`src/rtl/uart_pkg.sv`:
```
// Constants shared by the UART transmit and receive stages: frame geometry,
// oversampling ratio, line idle level and the transmit/receive FSM encoding.
package uart_pkg;

  localparam int   OVERSAMPLE = 16;
  localparam int   DATA_BITS  = 8;
  localparam logic IDLE_LEVEL = 1'b1;

  localparam int STATE_W = 2;
  localparam logic [STATE_W-1:0] ST_IDLE  = 2'd0;
  localparam logic [STATE_W-1:0] ST_START = 2'd1;
  localparam logic [STATE_W-1:0] ST_DATA  = 2'd2;
  localparam logic [STATE_W-1:0] ST_STOP  = 2'd3;

endpackage

```
`src/rtl/uart_transmitter.sv`:
```
// 8N1 UART transmitter, double-buffered (holding register + shift register),
// bit timing from the shared 16x baud enable.
module uart_transmitter
  import uart_pkg::*;
(
  input  logic       clk,
  input  logic       rst,
  input  logic       t_enable,
  input  logic       tx_enable,
  input  logic [7:0] data,
  output logic       txd,
  output logic       tbr
);

  logic [STATE_W-1:0]   state;
  logic [DATA_BITS-1:0] hold;
  logic [DATA_BITS-1:0] shift;
  logic                 hold_full;
  logic [3:0]           tickcnt;
  logic [3:0]           bitcnt;
  logic                 accept;
  logic                 bit_done;
  logic                 load;

  // tbr is the registered flag, so a write in the cycle tbr rises is not taken.
  assign accept   = tx_enable && tbr;
  assign bit_done = t_enable && (tickcnt == 4'(OVERSAMPLE - 1));

  // NOTE: every output of an always_comb gets a default first so no latch is inferred.
  always_comb begin
    load = 1'b0;
    case (state)
      ST_IDLE: load = hold_full;
      ST_STOP: load = bit_done && hold_full;
      default: load = 1'b0;
    endcase
  end

  // Holding register; a write and a transfer are mutually exclusive because
  // a transfer needs hold_full=1, which forces tbr=0.
  // NOTE: sequential state uses non-blocking assignments only, so every
  // register sees the pre-edge values of the others.
  always_ff @(posedge clk) begin
    if (rst) begin
      // NOTE: hold is a plain register, not a memory array, so it is reset too.
      hold      <= '0;
      hold_full <= 1'b0;
      tbr       <= 1'b1;
    end else if (accept) begin
      hold      <= data;
      hold_full <= 1'b1;
      tbr       <= 1'b0;
    end else if (load) begin
      hold_full <= 1'b0;
      tbr       <= 1'b1;
    end
  end

  always_ff @(posedge clk) begin
    if (rst) begin
      state   <= ST_IDLE;
      shift   <= '0;
      tickcnt <= '0;
      bitcnt  <= '0;
      txd     <= IDLE_LEVEL;
    end else if (load) begin
      // Same transfer from IDLE and from the end of STOP: no idle bit between frames.
      shift   <= hold;
      tickcnt <= '0;
      bitcnt  <= '0;
      txd     <= ~IDLE_LEVEL;
      state   <= ST_START;
    end else if (state != ST_IDLE && t_enable) begin
      tickcnt <= tickcnt + 4'd1;
      if (bit_done) begin
        case (state)
          ST_START: begin
            txd   <= shift[0];
            state <= ST_DATA;
          end
          ST_DATA: begin
            shift  <= shift >> 1;
            bitcnt <= bitcnt + 4'd1;
            if (bitcnt == 4'(DATA_BITS - 1)) begin
              txd   <= IDLE_LEVEL;
              state <= ST_STOP;
            end else begin
              txd <= shift[1];
            end
          end
          ST_STOP: begin
            txd   <= IDLE_LEVEL;
            state <= ST_IDLE;
          end
          default: state <= ST_IDLE;
        endcase
      end
    end
  end

endmodule
```
`config.mk`:
```
export PLATFORM = sky130hd
export DESIGN_NAME = uart_transmitter
export DESIGN_NICKNAME = d
export VERILOG_FILES = /design/src/rtl/uart_pkg.sv /design/src/rtl/uart_transmitter.sv
export SDC_FILE = /design/constraint.sdc
export NUM_CORES = 1
export LEC_CHECK = 0
export BUFFER_PORTS_ARGS = -buffer_cell sky130_fd_sc_hd__clkbuf_2
export CORE_UTILIZATION = 40
export CTS_BUF_LIST = sky130_fd_sc_hd__clkbuf_4 sky130_fd_sc_hd__clkbuf_8
export CTS_CLUSTER_SIZE = 16
export DETAILED_ROUTE_END_ITERATION = 8
export MAX_ROUTING_LAYER = met4
export SLEW_MARGIN = 15
export SYNTH_ARGS = -nofsm -noshare
export SYNTH_HDL_FRONTEND = slang
export SYNTH_SLANG_ARGS = --single-unit
export TNS_END_PERCENT = 10
```
`constraint.sdc`:
```
create_clock -name clk -period 2.9 [get_ports clk]
set_input_delay 0.87 -clock clk [delete_from_list [all_inputs] [get_ports clk]]
set_output_delay 0.87 -clock clk [all_outputs]
set_load 0.1 [all_outputs]
```
==> flow_summary.ini <==
[status]
outcome = finished clean

[cts]
clk_latency_ps = 320
cts_tree = done
clock_sinks = 29
path_clk_slew_ps = 100
holdBufCountCts = 0
cts_resized = 0
cts_made_buffers = 5
clockRootBuffer = clkbuf_4
cts_setup_buffers = 0
h-tree-depth = 2
clock_path_buffers = 2

[logic_synthesis]
synth.top_cell.area_share = 0.431
syn_area_sq_mm = 0.00135
yosysTopAreaCell = dfxtp_1
synth_area_leaders = dfxtp_1, nand2_1, ha_1, nor2_1, a311oi_1
syn_avg_cell_area_sq_um = 8.58
synthTopCellsByCount = nand2_1, dfxtp_1, nor2_1, a21oi_1, a311oi_1
synth_warnings = 0
synth.distinct_cells = 37
async_flop_share = 0
yosysMostFrequentCell = nand2_1
syn_inst = 157
synth_edf_count = 0
synthesis.nets = 175
ys.flop_type = dfxtp_1
yosys_register_bits = 29
ys_seq_area_frac = 0.431

[critical_path]
crit_start = state[0]
timing.rr.end = bitcnt[1]
critPathMaxFanout = 21
critPathArrivalTime_ps = 2410
cp-end-kind = register
cp-start-kind = register
r2r-start = state[0]
cp.required_ps = 3140
endpoint = bitcnt[1]
worstSetupPathType = reg -> reg
rr_worst_depth = 6
cpPeakStageDelay_ps = 530
r2r_slack_ps = 730
path_cells = inv_1, ha_1, and3b_1, a41oi_4, nand2b_1, a21oi_1
cp_slowest_cell = a41oi_4

[cells_and_area]
nNetsFinal = 189
insertedDiodeCount = 0
drive_gt1_frac = 0.169
area_growth_syn_to_layout_pct = 10.7
final_cells = 216

[die]
initial_core_util = 0.430
ios = 14
dieWidth_um = 60.0
coreArea_sq_mm = 0.00313
die_area_sq_mm = 0.00360
die_h_um = 60.0
rows = 20

[global_routing]
grt_first_pass_wirelength_mm = 4.17
antenna_found_initial = 0
grt_use_total = 0.166
met2_usage = 0.244
grt_util_met3 = 0.0519
grt_util_met1 = 0.192
busiest_layer = met2
overflow = 0
grt_max_degree = 23
grt_pass1_vias = 999

[sta]
tightestPinTransition_ps = 615
setup_violations = 0
slew-limit-headroom = 0.589
slew_viol_final = 0
rsz0062_at_grt = no
fin_setup_tns_ps = 0
finalCriticalPeriod_ps = 2170
timing.fmax_ghz = 0.461
setup_slack_ps = 730
hold_violations = 0
fin_crit_sh = 0.748
whs_ps = 462
clock_skew_ps = 13.7

[placed_design]
port_buffers = 13
placed_cells = 208
dp_slack_ps = 777
dp.final_hpwl_mm = 1.80
gp_congestion = 0.815

[route]
dr.pass1.iters = 4
wl_per_cell_um = 11.6
vias = 1094
initialDrtViolationCount = 57
drt-vias-per-instance = 5.06
drc = 0
routed_wl_mm = 2.51
ant_nets = 0

[power_and_ir_drop]
max-vdd-ir-drop_mv = 0.277
powerDensity_mw_per_mm2 = 526
leakage_uw = 0.000569

[flow_run]
cap_violations = 0

[hold_path]
hold_path.class = reg -> reg
worst min path at each step:
stage,start,to,slack [ps],cells after the start
after floorplan,hold[7],hold[7],440,2
after global placement,hold[7],hold[7],450,2
after detailed placement,hold[6],hold[6],450,2
after CTS,hold[6],hold[6],460,2
after global routing,hold[1],hold[1],480,2
final,hold[5],hold[5],460,2
power breakdown:
group          internal [uW]  switching [uW]  leakage (uW)
combinational           37.8            72.9      0.000297
clock                    102             136     0.0000354
sequential               422            13.2      0.000237
cell families (layout without fill, tap and decap cells):
kind of cell,count (synthesis),after routing,share of synthesized area
mux,2,2,0.0149
compound gates,27,27,0.160
xor+xnor,6,6,0.0390
buf+inv,13,28,0.0455
flops,29,29,0.431
simple gates,74,74,0.254
fa+ha+maj,6,6,0.0558
routing by layer:
metal,up-vias,share of wire
met5,-,0
met4,0,0.018
met3,6,0.032
met2,17,0.46
met1,507,0.49
li1,564,-
layout make-up:
type,instances,area (sq um)
clock buffer,6,45.0
clock inverter,2,10.0
fill,329,1640
inverter,6,22.5
multi-input combinational,115,704
sequential,29,581
tap,44,55.1
timing repair buffer,14,72.6
placed cells by master, fill, tap and decap left out, types with 2 or more instances in the layout:
master	count
nand2_1	36
dfxtp_1	29
nor2_1	18
clkbuf_2	13
a21oi_1	12
a311oi_1	7
inv_1	6
ha_1	6
clkbuf_4	6
xnor2_1	4
nand3_1	3
nor2b_1	2
nand3b_1	2
mux2i_1	2
xor2_1	2
nor3_1	2
clkinv_2	2
worst max-delay path, delay by kind of cell, from the launching register on:
family / cells / cell delay (ps)
buffers and inverters: 1 / 100
AO/OA/AOI/OAI: 2 / 730
AND/OR/NAND/NOR: 2 / 540
adder cells (fa/ha/maj): 1 / 320
flip-flops: 1 / 390
through the flow:
step | util | power (uW) | cell area (sq um)
finish | 0.476 | 784 | 1490
global route | 0.476 | 826 | 1490
CTS | 0.476 | 799 | 1490
detailed placement | 0.459 | 555 | 1440
global placement | 0.459 | 551 | 1440
floorplan | - | 533 | 1350
state kept, by name, indices dropped and copies added, names as in the netlist:
signal,count
hold,8
shift,8
bitcnt,4
tickcnt,4
state,2
hold_full,1
tbr,1
txd,1
Note: power is estimated with default switching activity, not from simulation.
